<file path="config.mk">
export PLATFORM = sky130hd
export DESIGN_NAME = uart_rx_cfg_flat
export DESIGN_NICKNAME = d
export VERILOG_FILES = /design/src/rtl/uart_rx_cfg_if.sv /design/src/rtl/uart_rx_cfg.sv /design/src/flat_wrapper.sv
export SDC_FILE = /design/constraint.sdc
export NUM_CORES = 1
export LEC_CHECK = 0
export BUFFER_PORTS_ARGS = -buffer_cell sky130_fd_sc_hd__buf_2
export CAP_MARGIN = 5
export CORE_UTILIZATION = 60
export CTS_BUF_LIST = sky130_fd_sc_hd__clkbuf_4
export CTS_CLUSTER_SIZE = 8
export DETAILED_ROUTE_END_ITERATION = 7
export MAX_ROUTING_LAYER = met4
export PLACE_DENSITY = 0.82
export RECOVER_POWER = 25
export SKIP_CTS_REPAIR_TIMING = 1
export SLEW_MARGIN = 10
export SYNTH_ARGS = -nofsm -noshare
export SYNTH_HDL_FRONTEND = slang
export SYNTH_SLANG_ARGS = --single-unit
</file>
<file path="constraint.sdc">
create_clock -name clk -period 2.14 [get_ports clk]
set_input_delay 0.321 -clock clk [delete_from_list [all_inputs] [get_ports clk]]
set_output_delay 0.321 -clock clk [all_outputs]
set_load 0.01 [all_outputs]
</file>
<file path="src/rtl/uart_rx_cfg_if.sv">
`default_nettype none
// ============================================================================
// Module   : uart_rx_cfg_if
// Purpose  : Bundles the UART receiver line input and received-word outputs.
//            master = receiver side, slave = line driver / word consumer.
//            Optional brk signal present when UART_RX_BREAK_DETECT_EN defined.
// Revision : 1.0 - initial release
// ============================================================================
interface uart_rx_cfg_if #(
  parameter int DW = 8
);
  logic          in;
  logic [DW-1:0] out;
  logic          clk_out;
  logic          perr;
  logic          ferr;
`ifdef UART_RX_BREAK_DETECT_EN
  logic          brk;

  modport master (input in, output out, output clk_out, output perr, output ferr, output brk);
  modport slave  (output in, input out, input clk_out, input perr, input ferr, input brk);
`else
  modport master (input in, output out, output clk_out, output perr, output ferr);
  modport slave  (output in, input out, input clk_out, input perr, input ferr);
`endif
endinterface
`default_nettype wire

</file>
<file path="src/rtl/uart_rx_cfg.sv">
`default_nettype none
// ============================================================================
// Module   : uart_rx_cfg
// Purpose  : Parametrised oversampling UART receiver (data width, parity,
//            stop bits, oversampling factor) with parity/framing error flags.
//            Optional break detection: define UART_RX_BREAK_DETECT_EN.
// Revision : 1.0 - initial release
// ============================================================================
module uart_rx_cfg #(
  parameter int O      = 8,
  parameter int DW     = 8,
  parameter int PARITY = 0,
  parameter int SB     = 1
) (
  input wire            clk,
  input wire            rst_n,
  uart_rx_cfg_if.master bus
);
  localparam int c_OSC_W = $clog2(O);
  localparam int c_OSB_W = $clog2(O + 1);
  localparam int c_BIT_W = $clog2(DW);
  localparam logic [c_OSC_W-1:0] c_OSC_LAST = c_OSC_W'(O - 1);
  localparam logic [c_OSC_W-1:0] c_OSC_HALF = c_OSC_W'(O / 2);
  localparam logic [c_OSB_W:0]   c_MAJ      = (c_OSB_W + 1)'(O / 2);
  localparam logic [c_BIT_W-1:0] c_BIT_LAST = c_BIT_W'(DW - 1);

  typedef enum logic [2:0] {
    S_IDLE    = 3'd0,
    S_START   = 3'd1,
    S_DATA    = 3'd2,
    S_PAR     = 3'd3,
    S_STOP    = 3'd4
`ifdef UART_RX_BREAK_DETECT_EN
    , S_BRKWAIT = 3'd5
`endif
  } state_t;

  logic               r_sync1, r_sync2;
  logic               w_s;
  state_t             r_state, w_state_nxt;
  logic [c_OSC_W-1:0] r_osc;
  logic [c_OSB_W-1:0] r_osb;
  logic [c_OSB_W:0]   w_sum;
  logic               w_tick, w_bit, w_last_bit, w_final_stop, w_sample_final;
  logic [DW-1:0]      r_shift;
  logic [c_BIT_W-1:0] r_bitcnt;
  logic               r_stopcnt;
  logic               r_perr_int, r_ferr_int, w_pcalc;
  logic [DW-1:0]      r_out;
  logic               r_clk_out, r_perr, r_ferr;

  assign w_s          = r_sync2;
  assign w_tick       = (r_osc == c_OSC_LAST);
  // Majority over the whole bit; the current sample is folded in at decision time.
  assign w_sum        = {1'b0, r_osb} + {{c_OSB_W{1'b0}}, w_s};
  assign w_bit        = (w_sum > c_MAJ);
  assign w_last_bit   = (r_bitcnt == c_BIT_LAST);
  assign w_final_stop = (SB == 1) ? 1'b1 : r_stopcnt;
  assign w_pcalc      = (^r_shift) ^ w_bit;

`ifdef UART_RX_BREAK_DETECT_EN
  logic r_allzero, r_brk, w_brk_frame;
  // With two stop bits, ferr_int at the final sample reflects only the first one.
  assign w_brk_frame = r_allzero & ((SB == 1) ? ~w_s : r_ferr_int);
`endif

  // Two-flop synchroniser for the asynchronous line, idle-high preset.
  always_ff @(posedge clk or negedge rst_n) begin
    if (!rst_n) begin
      r_sync1 <= 1'b1;
      r_sync2 <= 1'b1;
    end else begin
      r_sync1 <= bus.in;
      r_sync2 <= r_sync1;
    end
  end

  // FSM state register.
  always_ff @(posedge clk or negedge rst_n) begin
    if (!rst_n) r_state <= S_IDLE;
    else        r_state <= w_state_nxt;
  end

  // Next-state logic and the final stop-sample strobe.
  always_comb begin
    w_state_nxt    = r_state;
    w_sample_final = 1'b0;
    case (r_state)
      S_IDLE:  if (!w_s) w_state_nxt = S_START;
      S_START: if (w_tick) w_state_nxt = w_bit ? S_IDLE : S_DATA;
      S_DATA:  if (w_tick && w_last_bit) w_state_nxt = (PARITY != 0) ? S_PAR : S_STOP;
      S_PAR:   if (w_tick) w_state_nxt = S_STOP;
      S_STOP: begin
        // The last stop bit is a single mid-bit sample so the next start is not missed.
        if (w_final_stop && (r_osc == c_OSC_HALF)) begin
          w_sample_final = 1'b1;
`ifdef UART_RX_BREAK_DETECT_EN
          w_state_nxt    = w_brk_frame ? S_BRKWAIT : S_IDLE;
`else
          w_state_nxt    = S_IDLE;
`endif
        end
      end
`ifdef UART_RX_BREAK_DETECT_EN
      S_BRKWAIT: if (w_s && w_tick) w_state_nxt = S_IDLE;
`endif
      default: w_state_nxt = S_IDLE;
    endcase
  end

  // Sample counter and ones counter; BRKWAIT reuses osc to count idle-high cycles.
  always_ff @(posedge clk or negedge rst_n) begin
    if (!rst_n) begin
      r_osc <= '0;
      r_osb <= '0;
    end else begin
      case (r_state)
        S_IDLE: begin
          r_osc <= c_OSC_W'(1);
          r_osb <= '0;
        end
`ifdef UART_RX_BREAK_DETECT_EN
        S_BRKWAIT: begin
          r_osb <= '0;
          if (!w_s) r_osc <= '0;
          else      r_osc <= r_osc + 1'b1;
        end
`endif
        default: begin
          if (w_tick || w_sample_final) begin
            r_osc <= '0;
            r_osb <= '0;
          end else begin
            r_osc <= r_osc + 1'b1;
            r_osb <= r_osb + c_OSB_W'(w_s);
          end
        end
      endcase
    end
  end

  // Frame datapath: shift register, bit/stop counters, latched error flags.
  always_ff @(posedge clk or negedge rst_n) begin
    if (!rst_n) begin
      r_shift    <= '0;
      r_bitcnt   <= '0;
      r_stopcnt  <= 1'b0;
      r_perr_int <= 1'b0;
      r_ferr_int <= 1'b0;
    end else begin
      case (r_state)
        S_IDLE: begin
          if (!w_s) begin
            r_bitcnt   <= '0;
            r_stopcnt  <= 1'b0;
            r_perr_int <= 1'b0;
            r_ferr_int <= 1'b0;
          end
        end
        S_DATA: begin
          if (w_tick) begin
            r_shift  <= {w_bit, r_shift[DW-1:1]};
            r_bitcnt <= r_bitcnt + 1'b1;
          end
        end
        S_PAR: begin
          if (w_tick) r_perr_int <= (PARITY == 1) ? ~w_pcalc : w_pcalc;
        end
        S_STOP: begin
          if (w_tick && !w_final_stop) begin
            r_stopcnt <= 1'b1;
            if (!w_bit) r_ferr_int <= 1'b1;
          end
        end
        default: ;
      endcase
    end
  end

  // Registered outputs, updated together with the one-cycle strobe.
  always_ff @(posedge clk or negedge rst_n) begin
    if (!rst_n) begin
      r_out     <= '0;
      r_clk_out <= 1'b0;
      r_perr    <= 1'b0;
      r_ferr    <= 1'b0;
    end else begin
      r_clk_out <= w_sample_final;
      if (w_sample_final) begin
        r_out  <= r_shift;
        r_perr <= r_perr_int;
        r_ferr <= r_ferr_int | ~w_s;
      end
    end
  end

`ifdef UART_RX_BREAK_DETECT_EN
  // Tracks whether every data/parity bit of the current frame decided 0.
  always_ff @(posedge clk or negedge rst_n) begin
    if (!rst_n)                                   r_allzero <= 1'b0;
    else if ((r_state == S_IDLE) && !w_s)         r_allzero <= 1'b1;
    else if (((r_state == S_DATA) || (r_state == S_PAR)) && w_tick && w_bit)
                                                  r_allzero <= 1'b0;
  end

  // Break flag follows each strobe.
  always_ff @(posedge clk or negedge rst_n) begin
    if (!rst_n)              r_brk <= 1'b0;
    else if (w_sample_final) r_brk <= w_brk_frame;
  end

  assign bus.brk = r_brk;
`endif

  assign bus.out     = r_out;
  assign bus.clk_out = r_clk_out;
  assign bus.perr    = r_perr;
  assign bus.ferr    = r_ferr;

endmodule
`default_nettype wire

</file>
<file path="src/flat_wrapper.sv">
// flat-port wrapper written by rule: the top's interface ports become plain ports
module uart_rx_cfg_flat 
#(
  parameter int O      = 8,
  parameter int DW     = 8,
  parameter int PARITY = 0,
  parameter int SB     = 1
)
  (clk, rst_n, bus_in, bus_out, bus_clk_out, bus_perr, bus_ferr);
  uart_rx_cfg_if #(.DW(DW)) bus_i ();
  input wire clk;
  input wire rst_n;
  input wire logic [$bits(bus_i.in)-1:0] bus_in;
  output wire logic [$bits(bus_i.out)-1:0] bus_out;
  output wire logic [$bits(bus_i.clk_out)-1:0] bus_clk_out;
  output wire logic [$bits(bus_i.perr)-1:0] bus_perr;
  output wire logic [$bits(bus_i.ferr)-1:0] bus_ferr;
  assign bus_i.in = bus_in;
  assign bus_out = bus_i.out;
  assign bus_clk_out = bus_i.clk_out;
  assign bus_perr = bus_i.perr;
  assign bus_ferr = bus_i.ferr;
  uart_rx_cfg #(.O(O), .DW(DW), .PARITY(PARITY), .SB(SB)) u_core (.clk(clk), .rst_n(rst_n), .bus(bus_i));
endmodule
</file>
# Word-level counts from Yosys, hierarchy flattened
# Index checks and enable logic that the tools add are counted.
# classes
n_addsub	4
multipliers	0
div_mod_pow	0
magnitude_cmp	1
eq_ne	13
shift	0
muxes	19
bitwise	2
n_reduce_logical	10
# op_table
cell	count
3-bit 2-to-1 mux	9
3-bit one-hot mux with 5 select lines	1
3-bit == test (second input constant)	4
2-bit by 1-bit inequality test with 1-bit output (second input constant)	5
4-bit 2-to-1 mux	2
8-bit parity	1
3-bit by 1-bit adder with 3-bit output (second input constant)	2
3-bit by 2-bit == test with 1-bit output (second input constant)	2
3-bit one-hot mux with 2 select lines	1
3-bit AND reduction	2
4-bit by 1-bit adder with 5-bit output	1
5-bit by 3-bit greater-than comparator with 1-bit output (second input constant)	1
5-bit AND reduction	1
4-bit by 1-bit adder with 4-bit output	1
1-bit 2-to-1 mux	4
2-bit nonzero test	2
3-bit by 1-bit == test with 1-bit output (second input constant)	1
3-bit zero test	1
2-bit 2-to-1 mux	1
2-bit inequality test (second input constant)	1
1-bit one-hot mux with 2 select lines	1
2-bit AND reduction	1
1-bit logical AND	1
1-bit logical OR	1
2 further kinds	2
# totals
register_bits	35
latchBits	0
ram_bits	0
rom_bits	0
in_bits	3
output_inout_bits	11
elab_cells	61
n_memories	0

# Logic depth before layout (Yosys ltp)
# Gate-level depths: netlist of the first run.
# depth
depth_word	6
ltp_mapped	7
ltp_nobuf	7

# Worst setup path after synthesis of the first run
# No wires, ideal clock.
# synth_path
path_type	reg2reg
from	register u_core.r_sync2
to	register u_core.r_perr_int
setup_ps	143
t_arrival_ps	1582
required_time_ps	1997
slack_ps	415
stages_incl_launch_ff	8
n_path_buf	0
period_less_slack_ps	1725
path_cell_list	dfstp_2 -> ha_1 -> ha_1 -> nor2_1 -> nand3b_1 -> o22ai_2 -> xnor2_1 -> o22ai_1
# synth_between
elab_chain_cells	5
elab_cells_between_ends	7
cone_classes	1 x add/sub; 1 x order compare; 1 x eq/ne; 2 x mux; 1 x bitwise; 1 x reduce/logical
# synth_rtl
element	line_no	rtl
start: declaration	uart_rx_cfg.sv:38	logic r_sync1, r_sync2;
start signal: assignment	uart_rx_cfg.sv:74	r_sync2 <= r_sync1;
4-bit by 1-bit adder with 5-bit output	uart_rx_cfg.sv:55	assign w_sum = {1'b0, r_osb} + {{c_OSB_W{1'b0}}, w_s};
5-bit by 3-bit greater-than comparator with 1-bit output	uart_rx_cfg.sv:56	assign w_bit = (w_sum > c_MAJ);
1-bit XOR	uart_rx_cfg.sv:59	assign w_pcalc = (^r_shift) ^ w_bit;
1-bit 2-to-1 mux	uart_rx_cfg.sv:167	if (w_tick) r_perr_int <= (PARITY == 1) ? ~w_pcalc : w_pcalc;
1-bit one-hot mux with 2 select lines	uart_rx_cfg.sv:151	case (r_state)
end signal: assignment	uart_rx_cfg.sv:167	
end: declaration	uart_rx_cfg.sv:48	logic r_perr_int, r_ferr_int, w_pcalc;
# Parallel ways exist; a longest one is shown, timed or not. The select of a mux whose other input is x is not followed.
# A chain may end at the register's enable or synchronous reset.

# Final worst setup path of the first run
# Same ends and word-level chain as after synthesis.

==> results.sh, run 1 <==
export IMPL_crit_chain="ha_1 > ha_1 > nor2_1 > nand3b_1 > o22ai_2 > xnor2_1 > o22ai_1"
export IMPL_path_depth=7
export IMPL_end_kind="register"
export IMPL_antenna_found_initial=0
export IMPL_drive_above_1_share=0.213
export IMPL_rsz0062_at_grt="false"
export IMPL_clock_sinks=35
export IMPL_path_buf_inv=0
export IMPL_clockRootBuffer="clkbuf_4"
export IMPL_cts_buffers=5
export IMPL_core_area_um2=2500
export IMPL_clkLatencyLatePin_ps=350
export IMPL_synth_cell_types=34
export IMPL_finalCritPeriodShare=0.890
export IMPL_vias_per_cell=5.55
export IMPL_outcome="finished, violations left"
export IMPL_syn_nets=149
export IMPL_whs_path_depth=1
export IMPL_instances_no_fill=185
export IMPL_grt_start_max_net_pins=36
export IMPL_first_pass_iters=4
export IMPL_diodes=0
export IMPL_p_leak_uw=0.000908
export IMPL_violations="max-capacitance violations, max-slew violations"
export IMPL_grt_usage=0.233
export IMPL_io_pins=14
export IMPL_dp_cells=177
export IMPL_maxCapViolCount=1
export IMPL_dpl_instance_area_um2=1680
export IMPL_crit_path_top_delay_cell="dfstp_2"
export IMPL_worstMarginPinSlew_ps=1800
export IMPL_die_x_um=53.7
export IMPL_fmax_mhz=525
export IMPL_finalClockSkew_ps=7.33
export IMPL_power_uw=1780
export IMPL_wire_per_inst_um=14.5
export IMPL_clockBufferDepth=2
export IMPL_cts_tree="done"
export IMPL_fp_dieArea_um2=2890
export IMPL_required_ps=2350
export IMPL_max_stage_delay_ps=570
export IMPL_crit_top_cell="ha_1"
export IMPL_irDropWorstVdd_mv=0.806
export IMPL_grt_pass1_vias=930
export IMPL_crit_fanout=3
export IMPL_clk_pin_slew_ps=100
export IMPL_grt_ovfl_total=0
export IMPL_antenna_left=0
export IMPL_synth_cells=139
export IMPL_dpl_hpwl_um=1880
export IMPL_io_buffers=13
export IMPL_final_cell_mix="nand2_1, dfrtp_1, buf_2"
export IMPL_num_vias=1027
export IMPL_gp_congestion=0.765
export IMPL_cp_arrival_ps=2120
export IMPL_slew_violations=36
export IMPL_final_nets=164
export IMPL_min_path_type="in2reg"
export IMPL_rows=18
export IMPL_start_util=0.643
export IMPL_hold_violations=0
export IMPL_ys_ff_latch=35
export IMPL_crit_family="flip-flops"
export IMPL_netlist_area_um2=1610
export IMPL_drc=0
export IMPL_min_period_ps=1910
export IMPL_start_kind="register"
export IMPL_cts_max_level=2
export IMPL_wl_um=2680
export IMPL_area_growth_pct=9.11
export IMPL_yosysWarningCount=0
export IMPL_cellPowerDensity_nw_per_um2=1010
export IMPL_ys_seq_area_frac=0.547
export IMPL_setup_viol=0
export IMPL_die_h_um=53.7
export IMPL_avgSynthCellArea_um2=11.6
export IMPL_grt_pass1_wl_um=4330
export IMPL_crit_type="reg2reg"
export IMPL_drt_iter0_drc=34
export IMPL_reg2regPathDepth=7
export IMPL_post_route_cell_area_um2=1750
export IMPL_setup_tns_ps=0
export IMPL_maxSlewHeadroom=-0.201
-- synthesized netlist by cell type --
cell type | n | area [µm²]
a21o_1 | 1 | 7.51
a21oi_1 | 2 | 10.0
a221oi_2 | 1 | 15.0
a311o_1 | 1 | 10.0
and2_1 | 6 | 37.5
buf_2 | 4 | 20.0
buf_6 | 1 | 11.3
dfrtp_1 | 33 | 826
dfstp_2 | 2 | 52.6
ha_1 | 7 | 87.6
inv_1 | 3 | 11.3
mux2_1 | 3 | 33.8
mux2_2 | 2 | 22.5
mux2_4 | 4 | 60.1
nand2_1 | 33 | 124
nand2b_1 | 1 | 6.26
nand3_1 | 2 | 10.0
nand3b_1 | 2 | 15.0
nand4_2 | 1 | 12.5
nand4b_1 | 1 | 8.76
nor2_1 | 4 | 15.0
nor2_4 | 1 | 11.3
nor2b_1 | 1 | 6.26
nor3b_4 | 1 | 18.8
nor4_2 | 1 | 12.5
o21ai_0 | 2 | 10.0
o21ai_1 | 4 | 20.0
o22ai_1 | 1 | 6.26
o22ai_2 | 1 | 12.5
o31a_1 | 1 | 8.76
o31ai_1 | 1 | 7.51
o32ai_1 | 1 | 8.76
xnor2_1 | 9 | 78.8
xor2_1 | 1 | 8.76
-- per-stage QoR --
stage / hold slack, ps / worst slack, ps / utilization
after floorplan: 25.4 / 415 / -
after global placement: 359 / 359 / 0.671
after detailed placement: 355 / 255 / 0.671
after CTS: 43.7 / 240 / 0.702
after global routing: 39.8 / 109 / 0.701
final: 64.0 / 235 / 0.701
-- layer usage --
layer / GRT usage / part of all wire / routed length [µm]
met3: 0.105 / 0.057 / 153
met1: 0.270 / 0.44 / 1190
met2: 0.350 / 0.48 / 1300
met4: 0.0921 / 0.016 / 44
met5: - / 0 / 0
-- registers in the layout, summed over array words and instances, names as in the netlist --
name,flops
u_core.bus.perr,1
u_core.bus.out,8
u_core.r_perr_int,1
u_core.r_osc,3
u_core.r_sync1,1
u_core.bus.clk_out,1
u_core.r_state,3
u_core.r_osb,4
u_core.r_shift,8
u_core.r_bitcnt,3
u_core.r_sync2,1
u_core.bus.ferr,1
-- cell type report --
| class | instances | area (µm²) |
|---|---|---|
| clock buffer | 5 | 37.5 |
| inverter | 3 | 11.3 |
| sequential | 35 | 878 |
| tap | 30 | 37.5 |
| timing repair buffer | 13 | 63.8 |
| multi-input combinational | 96 | 686 |
| fill | 179 | 747 |
| clock inverter | 3 | 38.8 |
-- worst reg2reg max path: stages (launching register included) --
cell and delay, ps:
dfstp_2 570, ha_1 190, ha_1 250, nor2_1 170, nand3b_1 110, o22ai_2 230, xnor2_1 160, o22ai_1 90
-- power breakdown --
part           internal [µW]  switching, µW  total [µW]  leakage (µW)
Combinational            204            214         418      0.000397
Sequential               761            136         897      0.000469
Clock                    240            224         464     0.0000426
-- logic make-up after synthesis --
family	count (synthesis)	synth area share
AO/OA/AOI/OAI	16	0.0724
XOR/XNOR	10	0.0545
adder cells (fa/ha/maj)	7	0.0545
buffers and inverters	8	0.0265
flip-flops	35	0.547
multiplexers	9	0.0724
AND/OR/NAND/NOR	54	0.173
-- final timing paths --
| path | end | slack [ps] | startpoint |
|---|---|---|---|
| worst max-delay path | u_core.r_perr_int$_DFFE_PN0P_ | 230 | u_core.r_sync2$_DFF_PN1_ |
| worst min-delay path | u_core.r_sync1$_DFF_PN1_ | 60 | bus_in |
| worst min register to register | u_core.r_sync2$_DFF_PN1_ | 370 | u_core.r_sync1$_DFF_PN1_ |
| min in group asynchronous | u_core.r_osb[1]$_DFF_PN0_ | 440 | rst_n |
| worst max register to register | u_core.r_perr_int$_DFFE_PN0P_ | 230 | u_core.r_sync2$_DFF_PN1_ |
| max in group asynchronous | u_core.bus.out[4]$_DFFE_PN0P_ | 660 | rst_n |
No activity file was read; power rests on OpenSTA's default activity.
==> inputs of run 2 (changes only) <==
- CORE_UTILIZATION: 60 -> 35
- PLACE_DENSITY: 0.82 -> 0.54
==> run 2 against run 1 <==
Final cell count is 14% higher. Critical path depth did not move. Routed wire length down 0.56%. Fmax rose by 1.1%. The run still ends with max-capacitance violations, max-slew violations left. Critical endpoint unchanged. Combinational power is 18% higher.
==> results.sh, run 2 (synthesis gave the netlist of run 1 again) <==
export IMPL_r2r_start="u_core.r_sync2$_DFF_PN1_"
export IMPL_core_area_um2=4380
export IMPL_cellPowerDensity_nw_per_um2=1010
export IMPL_clkLatencyLatePin_ps=340
export IMPL_vias_per_cell=4.85
export IMPL_antenna_found_initial=0
export IMPL_worst_slack_ps=255
export IMPL_wire_per_inst_um=12.7
export IMPL_die_x_um=69.8
export IMPL_required_ps=2350
export IMPL_cts_max_level=2
export IMPL_irDropWorstVdd_mv=0.277
export IMPL_start_util=0.366
export IMPL_diodes=0
export IMPL_outcome="finished, violations left"
export IMPL_grt_ovfl_total=0
export IMPL_worstMarginPinSlew_ps=1860
export IMPL_antenna_left=0
export IMPL_cts_buffers=5
export IMPL_dpl_instance_area_um2=1730
export IMPL_finalCritPeriodShare=0.881
export IMPL_wl_um=2670
export IMPL_drt_iter0_drc=42
export IMPL_clk_pin_slew_ps=120
export IMPL_fmax_mhz=530
export IMPL_dp_slack_ps=242
export IMPL_dp_cells=202
export IMPL_area_growth_pct=12.5
export IMPL_min_period_ps=1890
export IMPL_cp_arrival_ps=2100
export IMPL_gp_congestion=0.736
export IMPL_p_leak_uw=0.000925
export IMPL_final_nets=167
export IMPL_maxCapViolCount=1
export IMPL_crit_start="u_core.r_sync2$_DFF_PN1_"
export IMPL_slew_violations=36
export IMPL_cts_tree="done"
export IMPL_grt_usage=0.131
export IMPL_start_kind="register"
export IMPL_grt_pass1_vias=1043
export IMPL_setup_viol=0
export IMPL_end_kind="register"
export IMPL_dpl_hpwl_um=1860
export IMPL_min_path_type="in2reg"
export IMPL_drc=0
export IMPL_crit_fanout=3
export IMPL_clockRootBuffer="clkbuf_4"
export IMPL_grt_pass1_wl_um=4840
export IMPL_first_pass_iters=4
export IMPL_clock_sinks=35
export IMPL_maxSlewHeadroom=-0.241
export IMPL_io_pins=14
export IMPL_hold_start="bus_in"
export IMPL_rows=24
export IMPL_num_vias=1019
export IMPL_grt_start_max_net_pins=36
export IMPL_finalClockSkew_ps=12.9
export IMPL_violations="max-capacitance violations, max-slew violations"
export IMPL_setup_tns_ps=0
export IMPL_die_h_um=69.8
export IMPL_final_cell_mix="nand2_1, dfrtp_1, buf_2"
export IMPL_rsz0062_at_grt="false"
export IMPL_clockBufferDepth=2
export IMPL_crit_type="reg2reg"
export IMPL_instances_no_fill=210
export IMPL_io_buffers=13
export IMPL_post_route_cell_area_um2=1810
export IMPL_fp_dieArea_um2=4870
export IMPL_fin_util=0.412
export IMPL_hold_violations=0
export IMPL_drive_above_1_share=0.234
==> run 2: path summary, 6_finish.rpt <==
| check | end | slack [ps] | depth (start not counted) |
|---|---|---|---|
| setup / recovery | u_core.r_perr_int$_DFFE_PN0P_ | 250 | 7 |
| min in group asynchronous | u_core.bus.out[5]$_DFFE_PN0P_ | 470 | 1 |
| max in group asynchronous | u_core.r_osc[2]$_DFF_PN0_ | 590 | 1 |
| hold reg to reg | u_core.r_sync2$_DFF_PN1_ | 370 | 0 |
| hold / removal | u_core.r_sync1$_DFF_PN1_ | 80 | 1 |
| setup reg to reg | u_core.r_perr_int$_DFFE_PN0P_ | 250 | 7 |
==> run 2: power by group <==
part,total [µW],leakage (µW),switching (µW),internal (µW)
clock network,480,0.0000452,234,246
logic,492,0.000411,266,226
registers,849,0.000469,86.8,762
total,1820,0.000925,587,1230
==> run 2: cell type report <==
cell class,count,area (µm²)
tap,52,65.1
timing repair buffer,16,86.3
fill,423,2580
clock buffer,5,37.5
clock inverter,3,43.8
inverter,3,11.3
sequential,35,878
multi-input combinational,96,686
==> run 2: through the flow <==
step	total power, µW	hold slack (ps)
6_report	1820	75.2
5_1_grt	1940	43.5
4_1_cts	1850	53.8
3_5_place_dp	1360	350
3_3_place_gp	1340	359
2_1_floorplan	1230	25.4
==> run 2: per-layer routing <==
layer	part of all wire	wire (µm)	global-route usage	up-vias
met5	0	0	-	-
li1	-	-	-	511
met3	0.026	68	0.0233	5
met2	0.45	1210	0.200	13
met1	0.50	1340	0.169	490
met4	0.018	48	0.0622	0
==> run 2: critical path, stage by stage (launching register included) <==
cell	delay (ps)
dfstp_2	570
ha_1	200
ha_1	250
nor2_1	170
nand3b_1	110
o22ai_2	230
xnor2_1	150
o22ai_1	90
